### src/rtl/udma_cfg_pkg.sv
// Shared types for the uDMA cfg-bus initiator: command op codes, the
// queued command record and the sequencing FSM states.
package udma_cfg_pkg;

  localparam int CFG_ADDR_W = 5;
  localparam int CFG_DATA_W = 32;

  typedef enum logic [1:0] {
    CFG_WR   = 2'd0,
    CFG_RD   = 2'd1,
    CFG_POLL = 2'd2
  } cfg_op_e;

  typedef struct packed {
    cfg_op_e                 op;
    logic [CFG_ADDR_W-1:0]   addr;
    logic [CFG_DATA_W-1:0]   data;
    logic [CFG_DATA_W-1:0]   mask;
  } cfg_cmd_t;

  typedef enum logic [1:0] {
    IDLE  = 2'd0,
    ISSUE = 2'd1,
    GAP   = 2'd2,
    RESP  = 2'd3
  } cfg_state_e;

  // Raw op code 3 is reserved and executes as a plain READ.
  function automatic cfg_op_e decode_op(input logic [1:0] raw);
    cfg_op_e op;
    case (raw)
      2'd0:    op = CFG_WR;
      2'd2:    op = CFG_POLL;
      default: op = CFG_RD;
    endcase
    return op;
  endfunction

  // A POLL attempt succeeds when every masked bit of the sample equals the expected value.
  function automatic logic poll_hit(input logic [CFG_DATA_W-1:0] sample,
                                    input logic [CFG_DATA_W-1:0] expected,
                                    input logic [CFG_DATA_W-1:0] mask);
    return ((sample ^ expected) & mask) == '0;
  endfunction

endpackage

### src/rtl/udma_cfg_cmd_fifo.sv
// Synchronous FIFO of cfg commands. A push while full is dropped even if a
// pop happens in the same cycle; otherwise push and pop both take effect.
module udma_cfg_cmd_fifo
  import udma_cfg_pkg::*;
#(
  parameter int DEPTH = 4
) (
  input  logic     clk_i,
  input  logic     rst_i,
  input  logic     push_i,
  input  cfg_cmd_t cmd_i,
  input  logic     pop_i,
  output cfg_cmd_t cmd_o,
  output logic     full_o,
  output logic     empty_o
);

  localparam int PTR_W = $clog2(DEPTH);

  cfg_cmd_t         mem [DEPTH];
  logic [PTR_W-1:0] wr_ptr;
  logic [PTR_W-1:0] rd_ptr;
  logic [PTR_W:0]   count;
  logic             do_push;
  logic             do_pop;

  assign full_o  = (count == (PTR_W+1)'(DEPTH));
  assign empty_o = (count == '0);
  assign do_push = push_i && !full_o;
  assign do_pop  = pop_i && !empty_o;
  assign cmd_o   = mem[rd_ptr];

  // Storage array; contents need no reset because the pointers define validity.
  always_ff @(posedge clk_i) begin
    if (do_push) begin
      mem[wr_ptr] <= cmd_i;
    end
  end

  // Pointers wrap naturally since DEPTH is a power of two; count tracks occupancy.
  always_ff @(posedge clk_i) begin
    if (rst_i) begin
      wr_ptr <= '0;
      rd_ptr <= '0;
      count  <= '0;
    end else begin
      if (do_push) wr_ptr <= wr_ptr + PTR_W'(1);
      if (do_pop)  rd_ptr <= rd_ptr + PTR_W'(1);
      case ({do_push, do_pop})
        2'b10:   count <= count + (PTR_W+1)'(1);
        2'b01:   count <= count - (PTR_W+1)'(1);
        default: count <= count;
      endcase
    end
  end

endmodule

### src/rtl/udma_cfg_master.sv
// uDMA cfg-bus initiator: pops queued WRITE/READ/POLL commands, runs one cfg
// transaction at a time and returns exactly one response per command, in order.
// Handshakes: a transfer happens on a rising edge where valid and ready are both
// high; valid is held with its payload stable until that edge.
module udma_cfg_master
  import udma_cfg_pkg::*;
#(
  parameter int CMD_DEPTH      = 4,
  parameter int POLL_MAX_TRIES = 16,
  parameter int POLL_GAP       = 8
) (
  input  logic                  clk_i,
  input  logic                  rst_i,
  input  logic                  cmd_valid_i,
  output logic                  cmd_ready_o,
  input  logic [1:0]            cmd_op_i,
  input  logic [CFG_ADDR_W-1:0] cmd_addr_i,
  input  logic [CFG_DATA_W-1:0] cmd_data_i,
  input  logic [CFG_DATA_W-1:0] cmd_mask_i,
  output logic                  rsp_valid_o,
  input  logic                  rsp_ready_i,
  output logic [CFG_DATA_W-1:0] rsp_data_o,
  output logic                  rsp_err_o,
  output logic [CFG_DATA_W-1:0] cfg_data_o,
  output logic [CFG_ADDR_W-1:0] cfg_addr_o,
  output logic                  cfg_valid_o,
  output logic                  cfg_rwn_o,
  input  logic [CFG_DATA_W-1:0] cfg_data_i,
  input  logic                  cfg_ready_i,
  output logic                  busy_o,
  output cfg_state_e            dbg_state_o
);

  localparam int TRY_W = $clog2(POLL_MAX_TRIES + 1);
  localparam int GAP_W = (POLL_GAP < 1) ? 1 : $clog2(POLL_GAP + 1);

  cfg_state_e       state;
  cfg_op_e          cur_op;
  logic [CFG_DATA_W-1:0] cur_mask;
  logic [TRY_W-1:0] tries;
  logic [GAP_W-1:0] gap_cnt;

  cfg_cmd_t push_cmd;
  cfg_cmd_t head_cmd;
  logic     fifo_full;
  logic     fifo_empty;
  logic     fifo_pop;

  // Normalise the incoming command so the reserved op is stored as READ.
  always_comb begin
    push_cmd      = '0;
    push_cmd.op   = decode_op(cmd_op_i);
    push_cmd.addr = cmd_addr_i;
    push_cmd.data = cmd_data_i;
    push_cmd.mask = cmd_mask_i;
  end

  assign cmd_ready_o = !fifo_full;
  assign fifo_pop    = (state == IDLE) && !fifo_empty;
  assign busy_o      = (state != IDLE) || !fifo_empty;
  assign dbg_state_o = state;

  udma_cfg_cmd_fifo #(
    .DEPTH (CMD_DEPTH)
  ) u_cmd_fifo (
    .clk_i   (clk_i),
    .rst_i   (rst_i),
    .push_i  (cmd_valid_i),
    .cmd_i   (push_cmd),
    .pop_i   (fifo_pop),
    .cmd_o   (head_cmd),
    .full_o  (fifo_full),
    .empty_o (fifo_empty)
  );

  // Command sequencer: all cfg_* and rsp_* outputs are registered here.
  always_ff @(posedge clk_i) begin
    if (rst_i) begin
      state       <= IDLE;
      cur_op      <= CFG_RD;
      cur_mask    <= '0;
      tries       <= '0;
      gap_cnt     <= '0;
      cfg_valid_o <= 1'b0;
      cfg_addr_o  <= '0;
      cfg_data_o  <= '0;
      cfg_rwn_o   <= 1'b1;
      rsp_valid_o <= 1'b0;
      rsp_data_o  <= '0;
      rsp_err_o   <= 1'b0;
    end else begin
      case (state)
        IDLE: begin
          if (!fifo_empty) begin
            cur_op      <= head_cmd.op;
            cur_mask    <= head_cmd.mask;
            cfg_addr_o  <= head_cmd.addr;
            cfg_data_o  <= head_cmd.data;
            cfg_rwn_o   <= (head_cmd.op != CFG_WR);
            cfg_valid_o <= 1'b1;
            tries       <= '0;
            state       <= ISSUE;
          end
        end
        ISSUE: begin
          if (cfg_ready_i) begin
            cfg_valid_o <= 1'b0;
            case (cur_op)
              CFG_WR: begin
                rsp_data_o  <= '0;
                rsp_err_o   <= 1'b0;
                rsp_valid_o <= 1'b1;
                state       <= RESP;
              end
              CFG_POLL: begin
                if (poll_hit(cfg_data_i, cfg_data_o, cur_mask)) begin
                  rsp_data_o  <= cfg_data_i;
                  rsp_err_o   <= 1'b0;
                  rsp_valid_o <= 1'b1;
                  state       <= RESP;
                end else if (int'(tries) + 1 == POLL_MAX_TRIES) begin
                  rsp_data_o  <= cfg_data_i;
                  rsp_err_o   <= 1'b1;
                  rsp_valid_o <= 1'b1;
                  state       <= RESP;
                end else begin
                  tries   <= tries + TRY_W'(1);
                  gap_cnt <= '0;
                  state   <= GAP;
                end
              end
              default: begin
                rsp_data_o  <= cfg_data_i;
                rsp_err_o   <= 1'b0;
                rsp_valid_o <= 1'b1;
                state       <= RESP;
              end
            endcase
          end
        end
        GAP: begin
          // At least one idle cycle separates attempts, even with a zero gap.
          if (int'(gap_cnt) + 1 >= POLL_GAP) begin
            cfg_valid_o <= 1'b1;
            state       <= ISSUE;
          end else begin
            gap_cnt <= gap_cnt + GAP_W'(1);
          end
        end
        RESP: begin
          if (rsp_ready_i) begin
            rsp_valid_o <= 1'b0;
            state       <= IDLE;
          end
        end
        default: state <= IDLE;
      endcase
    end
  end

endmodule

### config.mk
export PLATFORM = sky130hd
export DESIGN_NAME = udma_cfg_master
export DESIGN_NICKNAME = d
export VERILOG_FILES = /design/src/rtl/udma_cfg_pkg.sv /design/src/rtl/udma_cfg_cmd_fifo.sv /design/src/rtl/udma_cfg_master.sv
export SDC_FILE = /design/constraint.sdc
export NUM_CORES = 1
export LEC_CHECK = 0
export ABC_AREA = 1
export BUFFER_PORTS_ARGS = -buffer_cell sky130_fd_sc_hd__buf_2
export CORE_UTILIZATION = 52
export CTS_BUF_LIST = sky130_fd_sc_hd__clkbuf_8
export DETAILED_ROUTE_END_ITERATION = 8
export PLACE_DENSITY = 0.75
export SLEW_MARGIN = 0
export SYNTH_ARGS = -nofsm -noshare
export SYNTH_HDL_FRONTEND = slang
export SYNTH_SLANG_ARGS = --single-unit
### constraint.sdc
create_clock -name clk_i -period 4.6 [get_ports clk_i]
set_input_delay 0.69 -clock clk_i [delete_from_list [all_inputs] [get_ports clk_i]]
set_output_delay 0.69 -clock clk_i [all_outputs]
set_load 0.02 [all_outputs]
[After elaboration in Yosys (flattened, before gate mapping)]
Memories as Yosys holds them, arrays and structs flattened. A register that Yosys moved wholly into a read port is not among the register bits.
Index checks and enable logic that the tools add are counted.
Operators by class
  $add $sub $neg: 8
  multiply operators: 0
  div/mod/pow operators: 0
  order comparisons: 1
  eq/ne operators: 19
  shifts and indexed selects: 0
  multiplexer cells: 41
  bitwise operators: 3
  reduce and logical (&&, ||, !) cells: 25
Operators with widths (number)
  32-bit 2-to-1 mux: 2
  32-bit one-hot mux with 2 select lines: 1
  32-bit AND: 1
  32-bit logical NOT: 1
  32-bit bitwise XOR: 1
  5-bit 2-to-1 mux: 5
  4-bit 2-to-1 mux: 5
  2-bit != test (second input constant): 8
  1-bit 2-to-1 mux: 15
  2-bit 2-to-1 mux: 6
  4-bit AND reduction: 3
  6-bit AND reduction: 2
  2-bit nonzero test: 6
  2-bit equality test (second input constant): 5
  5-bit one-hot mux with 2 select lines: 1
  2-bit one-hot mux with 4 select lines: 1
  4-bit one-hot mux with 2 select lines: 1
  5-bit by 1-bit adder with 6-bit output (second input constant): 1
  6-bit by 5-bit equality test with 1-bit output (second input constant): 1
  2-bit logical NOT: 3
  3-bit one-hot mux with 2 select lines: 1
  4-bit by 1-bit adder with 5-bit output (second input constant): 1
  5-bit by 1-bit adder with 5-bit output (second input constant): 1
  5-bit by 4-bit >= comparator with 1-bit output (second input constant): 1
  other kinds (19): 24
Storage, ports and cells
  flip-flop bits (word level): 125
  latch bits: 0
  bits in writable memories: 284
  ROM bits: 0
  bits of input ports: 108
  output and inout port bits: 77
  memories: 1
Memory list
  u_cmd_fifo.mem: depth 4, width 71, rd ports 1, clocked after memory_dff 1, write ports 1, line udma_cfg_cmd_fifo.sv:20  | cfg_cmd_t mem [DEPTH];

[Logic depth before layout (Yosys ltp)]
Gate-level depths: netlist (run 1).
  word-level depth: 7
  mapped depth: 15

[Hierarchy]
From an unflattened synthesis (run 1), not the netlist that was laid out.
Unflattened totals
  cell total of the unflattened synthesis: 1588
  area total of the unflattened synthesis: 16499.6 um^2
By module, submodules not included
  udma_cfg_cmd_fifo: times used 1, cells each 757, area an instance 11014.3 um^2
  udma_cfg_master: times used 1, cells each 831, area an instance 5485.3 um^2

[Worst setup path before layout (run 1)]
OpenSTA, ideal clock, no wires.
  path kind: in2reg
  start: input cmd_valid_i
  end: memory u_cmd_fifo.mem[0][0] in the netlist's numbering (enable)
  library setup time: 501 ps
  data arrival time: 3838 ps
  path slack: 261 ps
  stages on the path: 2
  cell sequence: nand2_1 nor2_1
On the way
  cells in the longest elaborated chain, start to end: 3
RTL lines
  start, declared: line udma_cfg_master.sv:14  | input logic cmd_valid_i,
  1-bit logical AND: line udma_cfg_cmd_fifo.sv:29  | assign do_push = push_i && !full_o;
  1-bit 2-to-1 mux: line udma_cfg_cmd_fifo.sv:35  | if (do_push) begin
  1-bit 2-to-1 mux (not written as such): line udma_cfg_cmd_fifo.sv:36  | mem[wr_ptr] <= cmd_i;
  end, declared: line udma_cfg_cmd_fifo.sv:20
No other way between the ends.

[Final worst setup path (run 1)]
  start: register u_cmd_fifo.count[1]
  end: memory u_cmd_fifo.mem[0][15] in the netlist's numbering (enable)
On the way
  cells in the longest elaborated chain, start to end: 5
RTL lines
  start, declared: line udma_cfg_cmd_fifo.sv:23  | logic [PTR_W:0] count;
  start signal, assigned: line udma_cfg_cmd_fifo.sv:50  | 2'b10: count <= count + (PTR_W+1)'(1);
  start signal, assigned: line udma_cfg_cmd_fifo.sv:51  | 2'b01: count <= count - (PTR_W+1)'(1);
  start signal, assigned: line udma_cfg_cmd_fifo.sv:52  | default: count <= count;
  3-bit equality test: line udma_cfg_cmd_fifo.sv:27  | assign full_o = (count == (PTR_W+1)'(DEPTH));
  1-bit logical NOT: line udma_cfg_cmd_fifo.sv:29
  1-bit logical AND: line udma_cfg_cmd_fifo.sv:29
  1-bit 2-to-1 mux: line udma_cfg_cmd_fifo.sv:35
  1-bit 2-to-1 mux (not written as such): line udma_cfg_cmd_fifo.sv:36
No other way between the ends.

==> results of run 1 <==
## power by group
group	leakage [nW]	total [W]	switching (W)	internal, W
combinational	3.25	0.00326	0.00231	0.000946
sequential	3.65	0.00506	0.000463	0.00460
clock	0.771	0.00302	0.00142	0.00160
## worst max path at each step
| stage | startpoint | endpoint | slack, ns | cells past startpoint |
|---|---|---|---|---|
| after floorplan | cmd_valid_i | u_cmd_fifo.mem[0][0]$_DFFE_PP_ | 0.26 | 2 |
| after global placement | cfg_data_i[31] | rsp_data_o[1]$_SDFFE_PP0P_ | 1.66 | 15 |
| after detailed placement | cfg_data_i[31] | rsp_data_o[2]$_SDFFE_PP0P_ | 1.56 | 15 |
| after CTS | u_cmd_fifo.count[1]$_SDFFE_PP0P_ | u_cmd_fifo.mem[0][12]$_DFFE_PP_ | 1.76 | 5 |
| after global routing | u_cmd_fifo.count[0]$_SDFFE_PP0P_ | u_cmd_fifo.mem[0][12]$_DFFE_PP_ | 1.63 | 5 |
| final | u_cmd_fifo.count[1]$_SDFFE_PP0P_ | u_cmd_fifo.mem[0][15]$_DFFE_PP_ | 1.82 | 5 |
## cell usage in the layout, fill, tap and decap left out, types with 4 or more instances in the layout
cell type,Yosys,final
nand2_1,184,184
buf_2,6,184
inv_2,5,4
nor2_4,1,5
o21ai_0,222,222
nand3_1,43,43
buf_4,0,18
clkinv_2,0,10
edfxtp_1,284,284
ha_1,8,8
clkbuf_8,0,81
inv_1,121,146
nor2_1,421,416
a31oi_1,69,69
a21oi_1,19,19
diode_2,0,8
dfxtp_1,127,125
## stage by stage
step / area (um2) / total power (W) / std cells
CTS: 18900 / 0.0114 / 2246
floorplan: 16300 / 0.00730 / 1611
finish: 18900 / 0.0113 / 2254
global placement: 17600 / 0.00828 / 2124
global route: 18900 / 0.0120 / 2250
detailed placement: 17600 / 0.00838 / 2124
## cell type report
type                            instances  area (um2)  area share, %
Sequential cell                       411       11100           58.7
Multi-Input combinational cell        988        4430           23.5
Clock buffer                           81        1110           5.91
Timing Repair Buffer                  203        1080           5.70
Tap cell                              396         495           2.63
Inverter                              126         475           2.52
Clock inverter                         41         183          0.968
Antenna cell                            8        20.0          0.106
## routing by layer
layer	share of wire (%)	GRT usage (%)	wire length (um)	vias up
met5	0.064	0	26	-
met3	10	7.36	4140	90
met2	46	40.7	19000	533
met1	40	33.5	16300	5619
li1	-	-	-	5819
met4	3.4	11.1	1370	4
## worst max-delay path: cells and delay by family (launching register included)
kind	cells	cell delay, ns
DFF	1	0.37
and+or+nand+nor	3	1.38
buffers and inverters	2	0.64
## cells by family after synthesis
| logic type | share of synthesized area [%] |
|---|---|
| and+or+nand+nor | 15.7 |
| DFF | 68.0 |
| AOI/OAI and AO/OA | 10.4 |
| buffers and inverters | 5.07 |
| adders and majority gates | 0.738 |
| xor gates and xnor gates | 0.108 |
## sequential cells by signal, summed over array words and instances, names as in the netlist, 2 cells and up, named ones only
register / cells
cfg_addr_o: 5
cur_mask: 32
gap_cnt: 4
u_cmd_fifo.mem: 284
rsp_data_o: 32
u_cmd_fifo.count: 3
tries: 5
cfg_data_o: 32
dbg_state_o: 2
cur_op: 2
u_cmd_fifo.wr_ptr: 2
u_cmd_fifo.rd_ptr: 2
==> summary.txt, run 1 <==
Outcome
  • Status: completed

GRT
  • Global-route wire length before repair: 61500 um
  • Grt ovf: 0
  • Vias in the first global route: 11100
  • Largest net degree at the start of global routing: 99
  • Initial antenna violation count: 9
  • Total GRT Usage: 25.9%

Timing
  • Min cycle time layout: 2.78 ns
  • Worst setup margin: 1.82 ns
  • Final count of hold timing violations: 0
  • # setup viols final: 0
  • Clock Skews: 0.0149 ns
  • Actual slew at the worst max-slew pin: 1.08 ns
  • Hold slack: 0.313 ns
  • Max-slew headroom at the worst pin: 27.8%
  • RSZ-0062 raised after global routing: false
  • Fin. max-slew vios: 0
  • Max Clock Freq: 0.360 GHz
  • Final Cycle Share: 60.4%
  • Setup_tns: 0 ns

Detailed routing
  • Total routed wirelength: 40800 um
  • Wire length per cell: 18.1 um
  • Vias per cell: 5.35
  • Drt pass-1 iters: 6
  • Final ANT Viol Nets: 0
  • Initial drt markers: 1108
  • Vias: 12100
  • DR DRC count: 0

Yosys
  • Area leader, netlist: edfxtp_1
  • Sequential cell area fraction in the yosys report: 68.0%
  • Synth top area cells: edfxtp_1, dfxtp_1, nor2_1, o21ai_0, nand2_1
  • Flops & latches, synth: 411
  • Post-synth EDFFs: 284
  • Post-synth top area share: 52.4%
  • Mapped cell area: 16300 um2
  • Most common cell in the netlist: nor2_1
  • Async SR Flop Fraction: 0%
  • Unique masters post-synth: 31
  • Post-Syn Nets: 1728
  • Mean Syn Cell Area: 10.1 um2
  • Mapped Cells: 1611
  • Yosys warning total: 0
  • Synth Flop Type: edfxtp_1
  • Commonest cells post-synth: nor2_1, edfxtp_1, o21ai_0

Floorplanning
  • Die Height: 179 um
  • Starting density of the core: 53.1%
  • Row count: 64
  • Chip Width: 179 um
  • Core area: 30700 um2
  • # IOs: 185
  • Die area: 32000 um2

Clocking
  • Root buffer cell: clkbuf_8
  • Clk_lat worst skew: 0.59 ns
  • H-tree Lvls: 3
  • PostCTS Resize Cnt: 0
  • # hold bufs at CTS: 0
  • Maximum clock path buffer count: 3
  • CTS tree: done
  • Post-CTS setup repair buffer count: 0
  • Reg clk slew, reported paths: 0.07 ns
  • CTS buffer count: 67
  • CTS Sinks: 411

Setup path
  • R2R setup slack: 1.82 ns
  • Worst-path maximum fanout: 31
  • CP endpoint kind: flip-flop
  • Crit path largest cell delay: 0.72 ns
  • CP required: 4.81 ns
  • Startpoint types: flip-flop
  • Worst reg2reg endpoint: u_cmd_fifo.mem[0][15]$_DFFE_PP_
  • RR Startpoint: u_cmd_fifo.count[1]$_SDFFE_PP0P_
  • Slowest CP cell: nor2_4
  • Crit path cell chain: inv_1, nand3_1, nand2_1, nor2_4, buf_4
  • Arrival time worst endpoint: 2.99 ns
  • Cells on worst reg2reg path: 5
  • Setup CP Type: reg2reg

Place
  • Worst slack at placement: 1.56 ns
  • DP HPWL: 25400 um
  • Number of port buffers: 184
  • Final GP Congestion: 0.874

Finish
  • Final Util: 61.5%
  • Final net count: 1914
  • Syn-to-layout area delta: 15.9%
  • Fillers: 2471
  • Share of cells above drive strength 1: 17.1%

Job
  • Number of max-cap violations: 0

Power
  • Worst VDD drop: 367 uV
  • PwrDens: 601 nW/um2
  • Leak Pwr: 7.68 nW

Min path
  • Hold Path Depth: 1
  • Worst hold path type: in2reg
  • Hold Path End: u_cmd_fifo.mem[0][20]$_DFFE_PP_
  • Hold Path Origin: cmd_mask_i[20]
Note: power is estimated with default switching activity, not from simulation.
==> inputs of run 2 (changes only) <==
--- a/config.mk
+++ b/config.mk
@@ -5,7 +5,7 @@
 export SDC_FILE = /design/constraint.sdc
 export NUM_CORES = 1
 export LEC_CHECK = 0
-export ABC_AREA = 1
+export ABC_AREA = 0
 export BUFFER_PORTS_ARGS = -buffer_cell sky130_fd_sc_hd__buf_2
 export CORE_UTILIZATION = 52
 export CTS_BUF_LIST = sky130_fd_sc_hd__clkbuf_8
==> constraint.sdc (replaced) <==
create_clock -name clk_i -period 2.4 [get_ports clk_i]
set_input_delay 0.36 -clock clk_i [delete_from_list [all_inputs] [get_ports clk_i]]
set_output_delay 0.36 -clock clk_i [all_outputs]
set_load 0.02 [all_outputs]
==> run 2 against run 1 <==
Effect of this change: via count shrank 21%; count of clock-buffer cells in the layout shrank 1; sequential power grew 87%; clock skew grew 0.022 ns; register-to-register slack lost 1.7 ns; critical path depth grew 4; flip-flop and latch count is the same.
==> summary.txt, run 2 <==
Clocking
  • Reg clk slew, reported paths: 0.06 ns (about the same)
  • CTS Sinks: 411 (unchanged)
  • Clk_lat worst skew: 0.59 ns (about the same)
  • Post-CTS setup repair buffer count: 0 (unchanged)
  • H-tree Lvls: 3 (unchanged)
  • CTS tree: done
  • Maximum clock path buffer count: 3 (unchanged)
  • Root buffer cell: clkbuf_8
  • CTS buffer count: 67 (unchanged)

Floorplanning
  • Chip Width: 176 um (-1.9%)
  • # IOs: 185 (unchanged)
  • Core area: 29600 um2 (-3.4%)
  • Die area: 30800 um2 (-3.7%)
  • Starting density of the core: 52.9% (-0.23 points)
  • Die Height: 176 um (-1.9%)
  • Row count: 63 (-1.6%)

Detailed routing
  • Vias per cell: 5.41 (+1.0%)
  • Drt pass-1 iters: 6 (unchanged)
  • Vias: 9581 (-21%)
  • Total routed wirelength: 35600 um (-13%)
  • Final ANT Viol Nets: 0 (unchanged)
  • Initial drt markers: 789 (-29%)
  • DR DRC count: 0 (unchanged)
  • Wire length per cell: 20.1 um (+11%)

Setup path
  • Worst reg2reg endpoint: u_cmd_fifo.count[2]$_SDFFE_PP0P_
  • R2R setup slack: 0.11 ns (-1.71 ns)
  • RR Startpoint: u_cmd_fifo.count[1]$_SDFFE_PP0P_
  • CP required: 2.92 ns (-1.89 ns)
  • Arrival time worst endpoint: 2.81 ns (-0.18 ns)
  • Crit path largest cell delay: 0.44 ns (-0.28 ns)
  • Crit. path cell count: 9 (+4)
  • Crit path cell chain: nor3_1, or3_2, inv_2, ha_1, inv_1, fa_1, xor2_1, or3_1, a21oi_1
  • Setup CP Type: reg2reg
  • Cells on worst reg2reg path: 9 (+4)
  • CP endpoint kind: flip-flop
  • Count of buffer and inverter cells on the critical path: 2 (unchanged)
  • Crit path max-delay family: simple AND/OR/NAND/NOR gates
  • Slowest CP cell: or3_2
  • Worst-path maximum fanout: 3 (-90%)
  • Startpoint types: flip-flop

Yosys
  • Post-synth top area share: 54.4% (+2.1 points)
  • Unique masters post-synth: 48 (+55%)
  • Post-Syn Nets: 1142 (-34%)
  • Area leader, netlist: edfxtp_1
  • Mapped cell area: 15700 um2 (-3.8%)
  • Yosys warning total: 0 (unchanged)
  • Flops & latches, synth: 411 (unchanged)
  • Most common cell in the netlist: edfxtp_1
  • Synth Flop Type: edfxtp_1
  • Async SR Flop Fraction: 0% (unchanged)
  • Sequential cell area fraction in the yosys report: 70.6% (+2.7 points)
  • Commonest cells post-synth: edfxtp_1, nand2_1, dfxtp_1
  • Mapped Cells: 1025 (-36%)
  • Synth top area cells: edfxtp_1, dfxtp_1, mux4_2, nand2_1, a21oi_1
  • Post-synth EDFFs: 284 (unchanged)
  • Mean Syn Cell Area: 15.3 um2 (+51%)

Timing
  • Fin. max-slew vios: 0 (unchanged)
  • Final Cycle Share: 95.4% (+35 points)
  • Min cycle time layout: 2.29 ns (-0.489 ns)
  • Max Clock Freq: 0.437 GHz (+21%)
  • Actual slew at the worst max-slew pin: 0.928 ns (-0.155 ns)
  • # setup viols final: 0 (unchanged)
  • Final count of hold timing violations: 0 (unchanged)
  • Setup_tns: 0 ns (unchanged)
  • RSZ-0062 raised after global routing: false
  • Clock Skews: 0.0367 ns (+0.0218 ns)
  • Max-slew headroom at the worst pin: 38.2% (+10 points)

GRT
  • Initial antenna violation count: 6 (-3)
  • Vias in the first global route: 10100 (-9.2%)
  • Largest net degree at the start of global routing: 77 (-22%)
  • Global-route wire length before repair: 54900 um (-11%)
  • Total GRT Usage: 23.7% (-2.2 points)
  • Grt ovf: 0 (unchanged)

Place
  • Post-Place Cell Area: 17200 um2 (-1.9%)
  • Dpl cells: 1572 (-26%)
  • Final GP Congestion: 0.806 (-7.8%)
  • DP HPWL: 22100 um (-13%)
  • Number of port buffers: 184 (unchanged)

Power
  • Seq pwr share: 44.2% (-0.4 points)
  • Leak Pwr: 7.26 nW (-5.4%)
  • Power consumption: 0.0213 W (+88%)
  • Worst VDD drop: 611 uV (+67%)
  • NetSw: 0.00708 W (+69%)
  • Switching share of power: 33.2% (-3.8 points)
  • Clock power share: 26.8% (+0.2 points)
  • Combinational fraction of design power: 29.0% (+0.3 points)
  • Internal power: 0.0143 W (+99%)
  • PwrDens: 1110 nW/um2 (+85%)

Min path
  • Worst hold path type: in2reg
  • Hold Path Depth: 3 (+2)
  • Hold Path End: rsp_data_o[23]$_SDFFE_PP0P_
  • Hold Path Origin: cfg_data_i[23]

Finish
  • Biggest register: u_cmd_fifo.mem
  • Most common cell after layout, fill and taps aside: edfxtp_1
  • Design Area, Final: 19200 um2 (+1.9%)
  • Most frequent cells in the layout: edfxtp_1, nand2_1, buf_2, dfxtp_1, clkbuf_8
  • Share of cells above drive strength 1: 28.3% (+11 points)
  • Final net count: 1438 (-25%)
  • Syn-to-layout area delta: 22.7%
  • Number of flip-flops in the largest register: 284 (unchanged)
  • Final std cells w/o fill: 1772 (-21%)

Job
  • Number of max-cap violations: 0 (unchanged)

Outcome
  • Status: completed
==> run 2: how the worst max path moves through the flow <==
| stage | start | to | slack, ns |
|---|---|---|---|
| CTS | u_cmd_fifo.count[2]$_SDFFE_PP0P_ | u_cmd_fifo.count[2]$_SDFFE_PP0P_ | 0.10 |
| floorplan | dbg_state_o[1]$_SDFFE_PP0P_ | u_cmd_fifo.count[2]$_SDFFE_PP0P_ | 0.003 |
| global route | u_cmd_fifo.count[1]$_SDFFE_PP0P_ | u_cmd_fifo.count[2]$_SDFFE_PP0P_ | 0.02 |
| global placement | u_cmd_fifo.count[0]$_SDFFE_PP0P_ | u_cmd_fifo.count[2]$_SDFFE_PP0P_ | 0.17 |
| finish | u_cmd_fifo.count[1]$_SDFFE_PP0P_ | u_cmd_fifo.count[2]$_SDFFE_PP0P_ | 0.11 |
| detailed placement | u_cmd_fifo.count[2]$_SDFFE_PP0P_ | u_cmd_fifo.count[2]$_SDFFE_PP0P_ | 0.12 |
==> run 2: what timing repair did <==
action                                  4_1_cts  5_1_grt
hold buffers                                 70        0
resized for setup                             0        2
endpoints found under the setup margin        0        1
hold endpoints to repair                    276        0
==> run 2: cell families (layout without fill, tap and decap cells) <==
kind of cell	Yosys count	count (layout)	synth area share, %
AO/OA/AOI/OAI	113	113	4.09
XOR/XNOR	37	37	2.07
adder cells (fa/ha/maj)	9	9	0.766
AND/OR/NAND/NOR	281	281	7.97
buffers and inverters	66	417	1.88
other	0	6	0
flip-flops	411	411	70.6
multiplexers	108	108	12.6
==> run 2: per-stage QoR <==
stage          hold slack [ns]  util (%)  setup slack (ns)
2_1_floorplan            0.430         -           0.00308
3_3_place_gp             0.443      58.1             0.167
3_5_place_dp             0.448      58.1             0.123
4_1_cts                 0.0130      64.8             0.104
5_1_grt                 0.0311      64.9            0.0195
6_report                0.0432      64.9             0.110
==> run 2: cell type report <==
type                       count  area (um2)
fill                        2186       10400
timing repair buffer         283        1980
inverter                      10        37.5
antenna                        6        15.0
clock inverter                44         190
sequential                   411       11100
tap                          390         488
clock buffer                  80        1100
multi-input combinational    548        4340
==> run 2: power by group through the flow <==
stage / clock network (W) / logic (W) / registers [W]
after detailed placement: 0 / 0.00613 / 0.00958
after floorplan: 0 / 0.00386 / 0.00973
after global placement: 0 / 0.00604 / 0.00953
after global routing: 0.00615 / 0.00671 / 0.00955
final: 0.00572 / 0.00619 / 0.00944
after CTS: 0.00584 / 0.00625 / 0.00944
==> run 2: worst reg2reg max path, cell delays in order, from the launching register on <==
cell	delay, ns
dfxtp_1	0.36
nor3_1	0.08
or3_2	0.44
inv_2	0.07
ha_1	0.18
inv_1	0.07
fa_1	0.43
xor2_1	0.16
or3_1	0.30
a21oi_1	0.14
==> run 2: layer usage <==
layer / up-vias / wire length [um] / track usage, %
li1: 4407 / - / -
met1: 4752 / 14100 / 29.3
met2: 345 / 17800 / 39.6
met3: 77 / 2680 / 6.06
met4: 0 / 1030 / 10.2
met5: - / 0 / 0
